==> src/rtl/regfile_pkg.sv <==
// Shared defaults and helpers for the scoreboarded register file.
// Register count is capped at MaxRegs so popcount can use one fixed-width argument.
package regfile_pkg;

    localparam int unsigned DefaultDataW   = 8;
    localparam int unsigned DefaultNumRegs = 8;
    localparam int unsigned DefaultNumRd   = 2;
    localparam int unsigned MaxRegs        = 256;

    function automatic int unsigned popcount(input logic [MaxRegs-1:0] vec);
        int unsigned cnt;
        cnt = 0;
        for (int i = 0; i < MaxRegs; i++) begin
            cnt = cnt + 32'(vec[i]);
        end
        return cnt;
    endfunction

endpackage

==> src/rtl/regfile_rdport.sv <==
// One read port: storage mux, same-cycle write bypass and operand hazard flag.
module regfile_rdport #(
    parameter int unsigned DATA_W   = 8,
    parameter int unsigned NUM_REGS = 8,
    parameter bit          BYPASS   = 1'b1,
    parameter bit          ZERO_R0  = 1'b0,
    localparam int unsigned AW      = $clog2(NUM_REGS)
) (
    input  logic [NUM_REGS*DATA_W-1:0] regs_flat,
    input  logic [NUM_REGS-1:0]        busy,
    input  logic                       write_ok,
    input  logic [AW-1:0]              write_reg,
    input  logic [DATA_W-1:0]          write_data,
    input  logic [AW-1:0]              read_reg,
    output logic [DATA_W-1:0]          read_data,
    output logic                       read_busy
);

    logic hit;

    always_comb begin
        hit       = BYPASS && write_ok && (write_reg == read_reg);
        read_data = regs_flat[read_reg*DATA_W +: DATA_W];
        read_busy = busy[read_reg];
        // Forwarded data is available now, so the operand is no longer a hazard.
        if (hit) begin
            read_data = write_data;
            read_busy = 1'b0;
        end
        if (ZERO_R0 && (read_reg == '0)) begin
            read_data = '0;
            read_busy = 1'b0;
        end
    end

endmodule

==> src/rtl/regfile_sb.sv <==
// Multi-port register file with write-through bypass and per-register busy scoreboard.
// Storage, scoreboard, busy count and the sticky unexpected-write flag live here.
module regfile_sb
    import regfile_pkg::*;
#(
    parameter int unsigned DATA_W   = DefaultDataW,
    parameter int unsigned NUM_REGS = DefaultNumRegs,
    parameter int unsigned NUM_RD   = DefaultNumRd,
    parameter bit          BYPASS   = 1'b1,
    parameter bit          ZERO_R0  = 1'b0,
    localparam int unsigned AW      = $clog2(NUM_REGS),
    localparam int unsigned CNT_W   = $clog2(NUM_REGS + 1)
) (
    input  logic                     clk,
    input  logic                     rst_n,
    input  logic                     write_enable,
    input  logic [AW-1:0]            write_reg,
    input  logic [DATA_W-1:0]        write_data,
    input  logic                     mark_en,
    input  logic [AW-1:0]            mark_reg,
    input  logic [NUM_RD*AW-1:0]     read_reg,
    output logic [NUM_RD*DATA_W-1:0] read_data,
    output logic [NUM_RD-1:0]        read_busy,
    output logic [NUM_REGS-1:0]      busy,
    output logic [CNT_W-1:0]         busy_cnt,
    output logic                     wr_unexp
);

    logic [DATA_W-1:0]          regs_q [NUM_REGS];
    logic [NUM_REGS*DATA_W-1:0] regs_flat;
    logic [NUM_REGS-1:0]        busy_q, busy_d;
    logic [CNT_W-1:0]           busy_cnt_q;
    logic                       wr_unexp_q;
    logic                       write_ok, mark_ok;

    // rst_n gates the bypass too, so reads show zeros while reset is held.
    assign write_ok = write_enable && rst_n && !(ZERO_R0 && (write_reg == '0));
    assign mark_ok  = mark_en && !(ZERO_R0 && (mark_reg == '0));

    // Mark is applied last: a new producer supersedes the completing one.
    always_comb begin
        busy_d = busy_q;
        if (write_ok) busy_d[write_reg] = 1'b0;
        if (mark_ok)  busy_d[mark_reg]  = 1'b1;
        if (ZERO_R0)  busy_d[0]         = 1'b0;
    end

    always_ff @(posedge clk or negedge rst_n) begin
        if (!rst_n) begin
            for (int r = 0; r < NUM_REGS; r++) regs_q[r] <= '0;
        end else if (write_ok) begin
            regs_q[write_reg] <= write_data;
        end
    end

    always_ff @(posedge clk or negedge rst_n) begin
        if (!rst_n) begin
            busy_q     <= '0;
            busy_cnt_q <= '0;
            wr_unexp_q <= 1'b0;
        end else begin
            busy_q     <= busy_d;
            busy_cnt_q <= CNT_W'(popcount(MaxRegs'(busy_d)));
            if (write_ok && !busy_q[write_reg]) wr_unexp_q <= 1'b1;
        end
    end

    for (genvar r = 0; r < NUM_REGS; r++) begin : g_flat
        assign regs_flat[r*DATA_W +: DATA_W] = regs_q[r];
    end

    for (genvar i = 0; i < NUM_RD; i++) begin : g_rd
        regfile_rdport #(
            .DATA_W   (DATA_W),
            .NUM_REGS (NUM_REGS),
            .BYPASS   (BYPASS),
            .ZERO_R0  (ZERO_R0)
        ) u_rdport (
            .regs_flat  (regs_flat),
            .busy       (busy_q),
            .write_ok   (write_ok),
            .write_reg  (write_reg),
            .write_data (write_data),
            .read_reg   (read_reg[i*AW +: AW]),
            .read_data  (read_data[i*DATA_W +: DATA_W]),
            .read_busy  (read_busy[i])
        );
    end

    assign busy     = busy_q;
    assign busy_cnt = busy_cnt_q;
    assign wr_unexp = wr_unexp_q;

endmodule
==> config.mk <==
export PLATFORM = sky130hd
export DESIGN_NAME = regfile_sb
export DESIGN_NICKNAME = d
export VERILOG_FILES = /design/src/rtl/regfile_pkg.sv /design/src/rtl/regfile_rdport.sv /design/src/rtl/regfile_sb.sv
export SDC_FILE = /design/constraint.sdc
export NUM_CORES = 1
export LEC_CHECK = 0
export ABC_CLOCK_PERIOD_IN_PS = 3500
export BUFFER_PORTS_ARGS = -buffer_cell sky130_fd_sc_hd__buf_2
export CELL_PAD_IN_SITES_DETAIL_PLACEMENT = 1
export CELL_PAD_IN_SITES_GLOBAL_PLACEMENT = 1
export CORE_MARGIN = 3
export CORE_UTILIZATION = 33
export CTS_BUF_LIST = sky130_fd_sc_hd__clkbuf_8
export DETAILED_ROUTE_END_ITERATION = 16
export PLACE_DENSITY = 0.57
export SYNTH_ARGS = -nofsm -noshare
export SYNTH_HDL_FRONTEND = slang
export SYNTH_SLANG_ARGS = --single-unit
==> constraint.sdc <==
create_clock -name clk -period 3.5 [get_ports clk]
set_input_delay 0.525 -clock clk [delete_from_list [all_inputs] [get_ports clk]]
set_output_delay 0.525 -clock clk [all_outputs]
set_load 0.02 [all_outputs]
== Yosys cells after proc, flatten, opt, wreduce, memory -nomap -nowiden ==
Cells that the tools add are included.

* Output and inout bits: 31
* Bits of input ports: 24
* Bits in registers: 77
* Word-level logic and storage cells: 61

* Eq/ne operators: 2
* Bitwise operators: 4
* Order comparisons: 8
* Shift-type cells: 2
* Mux-type cells: 19
* Add/sub/neg operators: 7
* Reduce and logical (&&, ||, !) cells: 8

{| class="wikitable"
|+ Operator list
! kind !! count
|-
| 64-bit by 7-bit variable part select with 8-bit output || 2
|-
| 64-bit bitwise mux || 1
|-
| 8-bit two-way mux || 5
|-
| 8-bit demux with 3-bit select || 1
|-
| 4-bit by 1-bit adder with 4-bit output || 4
|-
| 3-bit by 4-bit less-than comparator with 1-bit output (second input constant) || 4
|-
| 1-bit binary-select mux with 3-bit select || 3
|-
| 8-bit bitwise AND || 1
|-
| 8-bit NOT || 1
|-
| 8-bit OR || 1
|-
| 1-bit logical AND || 7
|-
| 1-bit two-way mux || 7
|-
| 1-bit demux with 3-bit select || 2
|-
| 3-bit equality test || 2
|-
| 3-bit by 1-bit >= comparator with 1-bit output (second input constant) || 2
|-
| 3-bit by 1-bit adder with 4-bit output || 1
|-
| 4-bit >= comparator (second input constant) || 1
|-
| 4-bit by 1-bit less-than comparator with 1-bit output (second input constant) || 1
|-
| 3-bit NOT with 4-bit output || 1
|-
| 2-bit by 1-bit adder with 3-bit output || 1
|-
| 1-bit by 1-bit adder with 2-bit output || 1
|-
| 1-bit zero test || 1
|}

== Longest topological paths before layout ==
Gate-level depths: netlist of the first run.

* Depth after elaboration: 16
* Gate-level depth with buffers: 14
* Depth with buffers taken out: 12

== Cells and area by module ==
From an unflattened synthesis of the first run, not the netlist that was laid out.

* Cell total of the unflattened synthesis: 296
* Area, all modules: 4709.5 µm²

{| class="wikitable"
|+ By module, submodules not included
! module !! area each (µm²) !! seq. area each (µm²) !! cells each !! instances
|-
| regfile_sb || 3188.1 || 1926.8 || 206 || 1
|-
| regfile_rdport || 760.7 || 0.0 || 45 || 2
|}

== Worst setup path after synthesis of the first run ==
OpenSTA, ideal clock, no wires.

* Path kind: input to register
* Start point: input write_reg[2]
* End point: register busy_cnt_q[2], in the netlist busy_cnt[2]
* Path buffers: 2
* Slack: -0.412 ns
* Library setup time: 0.123 ns
* Required time: 3.377 ns
* Stages on the path: 13
* Arrival time: 3.789 ns
* Cell sequence: buf_4 or4_1 buf_2 a22o_1 fa_1 fa_1 inv_1 fa_1 inv_1 ha_1 inv_1 fa_1 xnor2_1

* Cells in the longest elaborated chain, start to end: 16
* Elaborated cells between the ends (all ways): 17
* Those cells by class: add/sub: 7; order compare: 2; mux: 4; bitwise: 3; reduce/logical: 1

{| class="wikitable"
|+ RTL lines
! element !! RTL line !! text
|-
| start, declared || regfile_sb.sv:17 || <nowiki>input logic [AW-1:0] write_reg,</nowiki>
|-
| 3-bit by 4-bit less-than comparator with 1-bit output (implied by the code) or 3-bit by 1-bit >= comparator with 1-bit output (tied branches) || regfile_sb.sv:43 || <nowiki>if (write_ok) busy_d[write_reg] = 1'b0;</nowiki>
|-
| 1-bit logical AND (implied by the code) || regfile_sb.sv:43 ||
|-
| 1-bit two-way mux (implied by the code) || regfile_sb.sv:43 ||
|-
| 1-bit demux with 3-bit select * || regfile_sb.sv:43 ||
|-
| 8-bit NOT (no line) * || -- ||
|-
| 8-bit bitwise AND (no line) * || -- ||
|-
| 8-bit two-way mux * || regfile_sb.sv:43 ||
|-
| 8-bit OR (no line) || -- ||
|-
| 8-bit two-way mux * || regfile_sb.sv:44 || <nowiki>if (mark_ok) busy_d[mark_reg] = 1'b1;</nowiki>
|-
| via busy_d[0] || regfile_sb.sv:31 || <nowiki>logic [NUM_REGS-1:0] busy_q, busy_d;</nowiki>
|-
| 1-bit by 1-bit adder with 2-bit output * || regfile_pkg.sv:14 || <nowiki>cnt = cnt + 32'(vec[i]);</nowiki>
|-
| 2-bit by 1-bit adder with 3-bit output * || regfile_pkg.sv:14 ||
|-
| 3-bit by 1-bit adder with 4-bit output * || regfile_pkg.sv:14 ||
|-
| 4-bit by 1-bit adder with 4-bit output * (4 in series) || regfile_pkg.sv:14 ||
|-
| end signal, assigned || regfile_sb.sv:63 || <nowiki>busy_cnt_q <= CNT_W'(popcount(MaxRegs'(busy_d)));</nowiki>
|-
| end, declared || regfile_sb.sv:32 || <nowiki>logic [CNT_W-1:0] busy_cnt_q;</nowiki>
|}

Mark *: on every way through the listed nets, which the timed path passes. The rest lies on a longest branch.
A chain may end at the register's enable or synchronous reset.

== Final worst setup path of the first run ==
Same ends and word-level chain as after synthesis.

==> summary.md, run 1 <==
| Metric | Value |
|---|---|
| Status | `completed` |
| Seq/Total Area, Yosys | `40.96%` |
| TritonCTS clock tree | `built` |
| Mapped Nets | `336` |
| YS warnings | `0` |
| Core area | `13930 um^2` |
| Max VDD drop | `398.8 uV` |
| Total grt overflow | `0` |
| Simple-gate portion of the synthesized area | `3.803%` |
| Hold Path Class | `in2async` |
| Final Critical Period | `3.373 ns` |
| Asr flop ratio synth | `100.0%` |
| Drt pass-1 iters | `4` |
| Pre-CTS WS | `-0.2699 ns` |
| 1st-iter DRT viols | `161` |
| Total Routed Length | `12280 um` |
| Top cells by area, synth | `dfrtp_1 (41%), mux2_2 (16%), mux4_1 (11%), mux4_2 (8.6%), mux2_4 (5.1%)` |
| Antenna violations before repair | `0` |
| EDFF count, synth | `0` |
| #FFs+latches synth | `77` |
| Fillcell total | `1454` |
| CP Max Fanout | `3` |
| Cell taking the most area after synthesis | `dfrtp_1` |
| Fin. Hold Viols | `0` |
| First-pass GRT wire length | `18660 um` |
| Finished Core Util | `39.51%` |
| Post_cts resized | `0` |
| Leak Pwr | `2.454 nW` |
| Final worst path period share | `96.37%` |
| GRT Total Usage | `15.83%` |
| RR Startpoint | `busy[1]$_DFF_PN0_` |
| # Max-Cap Violations | `0` |
| Drt drc | `0` |
| Main combinational cell family by area after synthesis | `multiplexers` |
| Post-CTS setup buffers | `0` |
| Max Slew Vio Count | `0` |
| Final setup TNS | `0 ns` |
| Crit path DAT | `3.63 ns` |
| Critical path launch point type | `input pin` |
| Most common cell in the synthesized netlist | `dfrtp_1` |
| Crit Path Class | `in2reg` |
| Area post-placement | `5280 um^2` |
| Netlist cell types | `38` |
| Worst slew pin tran | `0.7409 ns` |
| Setup-failing EPs final | `0` |
| Inserted Clock Buffers | `9` |
| Synth Flop Type | `dfrtp_1` |
| Adder-cell share of the synthesized area | `2.500%` |
| Clock Latency Late Sink | `0.37 ns` |
| Fin area | `5505 um^2` |
| Synth cell count leaders | `dfrtp_1 (77), mux2_2 (67), mux4_1 (20), mux4_2 (18)` |
| Routed wire per std cell | `22.05 um` |
| Req. time, crit path | `3.76 ns` |
| Num rows | `43` |
| Die W | `125.4 um` |
| Largest net degree at the start of global routing | `58` |
| Die area | `15730 um^2` |
| Antenna Diode Count | `0` |
| Fraction of layout cells with a size suffix above 1 | `55.70%` |
| Post-synth top area share | `40.96%` |
| Storage cell area | `1927 um^2` |
| CTS clk-pin slew, worst paths | `0.08 ns` |
| Reg-to-reg slack, setup | `0.43 ns` |
| Post-synthesis mux area share | `44.76%` |
| Clock sinks | `77` |
| Final ANT Viol Nets | `0` |
| Mapped Avg Cell Area | `15.42 um^2` |
| Power consumption | `3.210 mW` |
| Starting Density | `33.76%` |
| Critical path origin | `write_reg[2]` |
| Max_slew headroom | `50.61%` |
| Power Density | `583.1 nW/um^2` |
| Area of the multi-input gates | `2579 um^2` |
| Vias | `2921` |
| DPL Wire Length | `8419 um` |
| IO Count | `55` |
| DR vias/cell | `5.244` |
| Final #Nets | `403` |
| CTS Buffer Depth | `2` |
| Synth Area in Compound Gates | `1.702%` |
| Fmax | `0.2965 GHz` |
| Hold_buf cts | `0` |
| CP Capture Type | `flip-flop` |
| Syn Std Cell Area | `4705 um^2` |
| Vert. Die Dim | `125.4 um` |
| Routability cong. | `0.7577` |
| RSZ-0062 raised after global routing | `no` |
| Layout area overhead | `17.02%` |
| H-tree Lvls | `3` |
| Port Buffer Count | `54` |
| Clock Root Buffer | `clkbuf_8` |
| Post-Synth XOR/XNOR Area | `1.303%` |
| Worst Clk Skew | `0.003026 ns` |
| Number of global-route vias before repair | `3082` |
| Final WS setup | `0.1271 ns` |
| Cell count after synthesis | `305` |
## critical path: stages
cell	delay (ns)
buf_2	0.11
or4_4	0.53
a22o_1	0.22
fa_1	0.48
fa_1	0.51
inv_1	0.06
fa_2	0.44
inv_2	0.08
ha_4	0.13
inv_2	0.03
fa_1	0.37
xnor2_1	0.13
## metal layers
layer / global-route usage [%] / wire length (um)
met5: 0 / 0
met4: 5.548 / 197
met3: 2.221 / 433
met2: 25.02 / 5845
met1: 22.42 / 5806
## cells by family (layout without fill, tap and decap cells)
logic type | Yosys count | after routing
buffers and inverters | 36 | 108
and+or+nand+nor | 29 | 29
muxes | 137 | 137
DFF | 77 | 77
AOI/OAI and AO/OA | 12 | 12
adders and majority gates | 7 | 7
xor gates and xnor gates | 7 | 7
## final cells by class
type | instances | share of cell area, %
Clock buffer | 11 | 2.750
Multi-Input combinational cell | 192 | 46.84
Clock inverter | 5 | 1.341
Sequential cell | 77 | 35.00
Timing Repair Buffer | 83 | 9.364
Inverter | 9 | 0.6136
Tap cell | 180 | 4.091
## state kept, by name (all words and copies together), names as in the netlist
| name | cells |
|---|---|
| busy | 8 |
| busy_cnt | 4 |
| regs_flat | 64 |
| wr_unexp | 1 |
## stage by stage
stage	cells	hold WS, ns
6_report	557	0.1966
5_1_grt	557	0.2097
4_1_cts	557	0.1886
3_5_place_dp	541	0.4606
3_3_place_gp	541	0.4557
2_1_floorplan	305	0.2294
## power breakdown
group,internal [mW],switching (mW)
logic,0.655,0.526
registers,1.11,0.141
clock network,0.436,0.346
total,2.20,1.01
## final timing paths
kind                                              to  cells after the start
setup reg to reg               busy_cnt[2]$_DFF_PN0_                     10
max in group asynchronous  regs_flat[44]$_DFFE_PN0P_                      3
setup / recovery               busy_cnt[2]$_DFF_PN0_                     12
min in group clk                wr_unexp$_DFFE_PN0P_                      1
hold / removal             regs_flat[30]$_DFFE_PN0P_                      2
hold reg to reg                 wr_unexp$_DFFE_PN0P_                      1
## cell usage in the layout, fill, tap and decap left out, drive strengths merged, types with 2 or more instances in the layout
cell type / synthesis / final
a22o: 2 / 2
and2: 2 / 2
buf: 25 / 83
bufinv: 0 / 2
clkbuf: 2 / 11
clkinv: 0 / 2
dfrtp: 77 / 77
fa: 4 / 4
ha: 3 / 3
inv: 9 / 10
mux2: 99 / 99
mux4: 38 / 38
nand2: 4 / 4
nand2b: 2 / 2
nand3: 3 / 3
nor2: 4 / 4
nor2b: 3 / 3
nor3: 3 / 3
o21ai: 5 / 5
or3: 2 / 2
or4: 3 / 3
xor2: 6 / 6
Power figures use the tool's default switching activity.
==> run 2: changes to the inputs <==
--- a/config.mk
+++ b/config.mk
@@ -5,7 +5,7 @@
 export SDC_FILE = /design/constraint.sdc
 export NUM_CORES = 1
 export LEC_CHECK = 0
-export ABC_CLOCK_PERIOD_IN_PS = 3500
+export ABC_CLOCK_PERIOD_IN_PS = 3050
 export BUFFER_PORTS_ARGS = -buffer_cell sky130_fd_sc_hd__buf_2
 export CELL_PAD_IN_SITES_DETAIL_PLACEMENT = 1
 export CELL_PAD_IN_SITES_GLOBAL_PLACEMENT = 1
@@ -13,7 +13,7 @@
 export CORE_UTILIZATION = 33
 export CTS_BUF_LIST = sky130_fd_sc_hd__clkbuf_8
 export DETAILED_ROUTE_END_ITERATION = 16
-export PLACE_DENSITY = 0.57
+export PLACE_DENSITY = 0.6
 export SYNTH_ARGS = -nofsm -noshare
 export SYNTH_HDL_FRONTEND = slang
 export SYNTH_SLANG_ARGS = --single-unit
==> constraint.sdc (replaced) <==
create_clock -name clk -period 3.05 [get_ports clk]
set_input_delay 0.4575 -clock clk [delete_from_list [all_inputs] [get_ports clk]]
set_output_delay 0.4575 -clock clk [all_outputs]
set_load 0.02 [all_outputs]
==> summary.md, run 2 (synthesized netlist as in run 1, its figures left out) <==
| Metric | Value |
|---|---|
| Die W | `125.4 um (unchanged)` |
| Vert. Die Dim | `125.4 um (unchanged)` |
| Worst Clk Skew | `0.009040 ns (was 0.003026 ns)` |
| Final worst path period share | `108.8%` |
| Fin. Hold Viols | `0 (unchanged)` |
| Number of global-route vias before repair | `3280 (was 3082)` |
| Num rows | `43 (unchanged)` |
| IO Count | `55 (unchanged)` |
| Final WS setup | `-0.2673 ns (was 0.1271 ns)` |
| Core area | `13930 um^2 (unchanged)` |
| CTS Buffer Depth | `2 (unchanged)` |
| CP Capture Type | `flip-flop (unchanged)` |
| Largest net degree at the start of global routing | `64 (was 58)` |
| Worst slew pin tran | `0.8443 ns (was 0.7409 ns)` |
| Reg-to-reg slack, setup | `-0.01 ns (was 0.43 ns)` |
| DR vias/cell | `5.210 (was 5.244)` |
| Power consumption | `3.763 mW (was 3.210 mW)` |
| Layout area overhead | `19.97% (was 17.02%)` |
| Hold Path Class | `in2async (unchanged)` |
| TritonCTS clock tree | `built (unchanged)` |
| Critical path launch point type | `input pin (unchanged)` |
| Crit path DAT | `3.57 ns (was 3.63 ns)` |
| Antenna Diode Count | `0 (unchanged)` |
| Max VDD drop | `390.1 uV (was 398.8 uV)` |
| Max FFs per register | `64 (unchanged)` |
| RR Startpoint | `busy[1]$_DFF_PN0_ (unchanged)` |
| Port Buffer Count | `54 (unchanged)` |
| Max Slew Vio Count | `0 (unchanged)` |
| CP Max Fanout | `3 (unchanged)` |
| First-pass GRT wire length | `19180 um (was 18660 um)` |
| Inst Count DP | `554 (was 541)` |
| Setup-failing EPs final | `3 (was 0)` |
| Worst R2R Path Depth | `10 (unchanged)` |
| DPL Wire Length | `8737 um (was 8419 um)` |
| Req. time, crit path | `3.30 ns (was 3.76 ns)` |
| Starting Density | `33.76% (unchanged)` |
| Worst R2R End | `busy_cnt[2]$_DFF_PN0_ (unchanged)` |
| Total grt overflow | `0 (unchanged)` |
| Inserted Clock Buffers | `9 (unchanged)` |
| Clock Root Buffer | `clkbuf_8 (unchanged)` |
| RSZ-0062 raised after global routing | `yes (was no)` |
| Commonest non-fill, non-tap cell in the layout | `dfrtp_1 (unchanged)` |
| Clock sinks | `77 (unchanged)` |
| Final Critical Period | `3.317 ns` |
| CTS clk-pin slew, worst paths | `0.08 ns (about the same)` |
| Routed wire per std cell | `21.51 um (was 22.05 um)` |
| Status | `finished with violations (was completed)` |
| Crit Path Class | `in2reg (unchanged)` |
| Violated checks | `setup timing` |
| # Max-Cap Violations | `0 (unchanged)` |
| Total Routed Length | `12300 um (was 12280 um)` |
| Clock Latency Late Sink | `0.37 ns (about the same)` |
| Hold_buf cts | `0 (unchanged)` |
| H-tree Lvls | `3 (unchanged)` |
| Fraction of layout cells with a size suffix above 1 | `58.67% (was 55.70%)` |
| Die area | `15730 um^2 (unchanged)` |
| Max_slew headroom | `43.71% (was 50.61%)` |
| Fillcell total | `1443 (was 1454)` |
| 1st-iter DRT viols | `121 (was 161)` |
| Final setup TNS | `-0.7288 ns (was 0 ns)` |
| Drt drc | `0 (unchanged)` |
| Fmax | `0.3014 GHz` |
| Non-Filler Instances | `572 (was 557)` |
| Power Density | `666.7 nW/um^2 (was 583.1 nW/um^2)` |
| Finished Core Util | `40.50% (was 39.51%)` |
| Routability cong. | `0.7784 (was 0.7577)` |
| Vias | `2980 (was 2921)` |
| Most frequent cells in the layout | `dfrtp_1 (77), mux2_2 (67), buf_2 (50), buf_4 (42), mux4_1 (20) (was dfrtp_1 (77), mux2_2 (67), buf_2 (53), buf_4 (28), mux4_1 (20))` |
| Drt pass-1 iters | `4 (unchanged)` |
| Final #Nets | `418 (was 403)` |
| Antenna violations before repair | `0 (unchanged)` |
| GRT Total Usage | `16.15% (was 15.83%)` |
| Final ANT Viol Nets | `0 (unchanged)` |
| Leak Pwr | `2.529 nW (was 2.454 nW)` |
| Pre-CTS WS | `-0.6745 ns (was -0.2699 ns)` |
run 2: cell count changes in the layout (fill, tap and decap cells not counted), sizes merged:
cell | before | now
clkbuf | 11 | 9
buf | 83 | 98
inv | 10 | 11
clkinv | 2 | 3
run 2: metrics by stage:
stage	hold WS [ns]	cell area [um^2]
3_3_place_gp	0.4737	5378
3_5_place_dp	0.4816	5378
4_1_cts	0.07164	5619
2_1_floorplan	0.1619	4766
5_1_grt	0.03884	5644
6_report	0.04936	5644
run 2: where the power goes:
group | total, mW | internal, mW | leakage, nW | switching [mW]
clock | 0.887 | 0.465 | 0.114 | 0.421
sequential | 1.43 | 1.27 | 0.928 | 0.164
combinational | 1.44 | 0.817 | 1.49 | 0.624
total | 3.76 | 2.55 | 2.53 | 1.21
run 2: layout make-up:
| type | count | area, um^2 | share of cell area, % |
|---|---|---|---|
| Tap cell | 180 | 225.2 | 3.990 |
| Timing Repair Buffer | 98 | 650.6 | 11.53 |
| Inverter | 9 | 33.78 | 0.5985 |
| Clock inverter | 7 | 96.34 | 1.707 |
| Sequential cell | 77 | 1927 | 34.14 |
| Clock buffer | 9 | 123.9 | 2.195 |
| Multi-Input combinational cell | 192 | 2587 | 45.84 |
run 2: layer usage:
| metal | track usage, % | share of wire, % |
|---|---|---|
| met5 | 0 | 0 |
| met4 | 4.592 | 1.3 |
| met2 | 26.61 | 50 |
| met1 | 21.87 | 46 |
| met3 | 3.118 | 2.2 |
run 2: critical path: stages:
cell     delay, ns
buf_6         0.10
or4_4         0.53
a22o_1        0.23
fa_1          0.49
fa_1          0.54
inv_2         0.04
fa_2          0.43
inv_2         0.08
ha_4          0.13
inv_2         0.04
fa_1          0.37
xnor2_1       0.13
run 2: repair_timing:
action | CTS | global route
pin swaps | 0 | 1
cloned | 0 | 0
setup endpoints to repair | 3 | 3
gates resized for setup | 5 | 4
setup buffers | 0 | 3
run 2: worst max-delay path by stage:
stage                             from                    end  slack [ns]  cells past startpoint
after floorplan           write_reg[2]  busy_cnt[2]$_DFF_PN0_       -0.66                     13
after global placement    write_reg[2]  busy_cnt[1]$_DFF_PN0_       -0.59                     12
after detailed placement  write_reg[2]  busy_cnt[2]$_DFF_PN0_       -0.67                     12
after CTS                 write_reg[2]  busy_cnt[2]$_DFF_PN0_       -0.26                     12
after global routing      write_reg[2]  busy_cnt[1]$_DFF_PN0_       -0.34                     12
final                     write_reg[2]  busy_cnt[2]$_DFF_PN0_       -0.27                     12
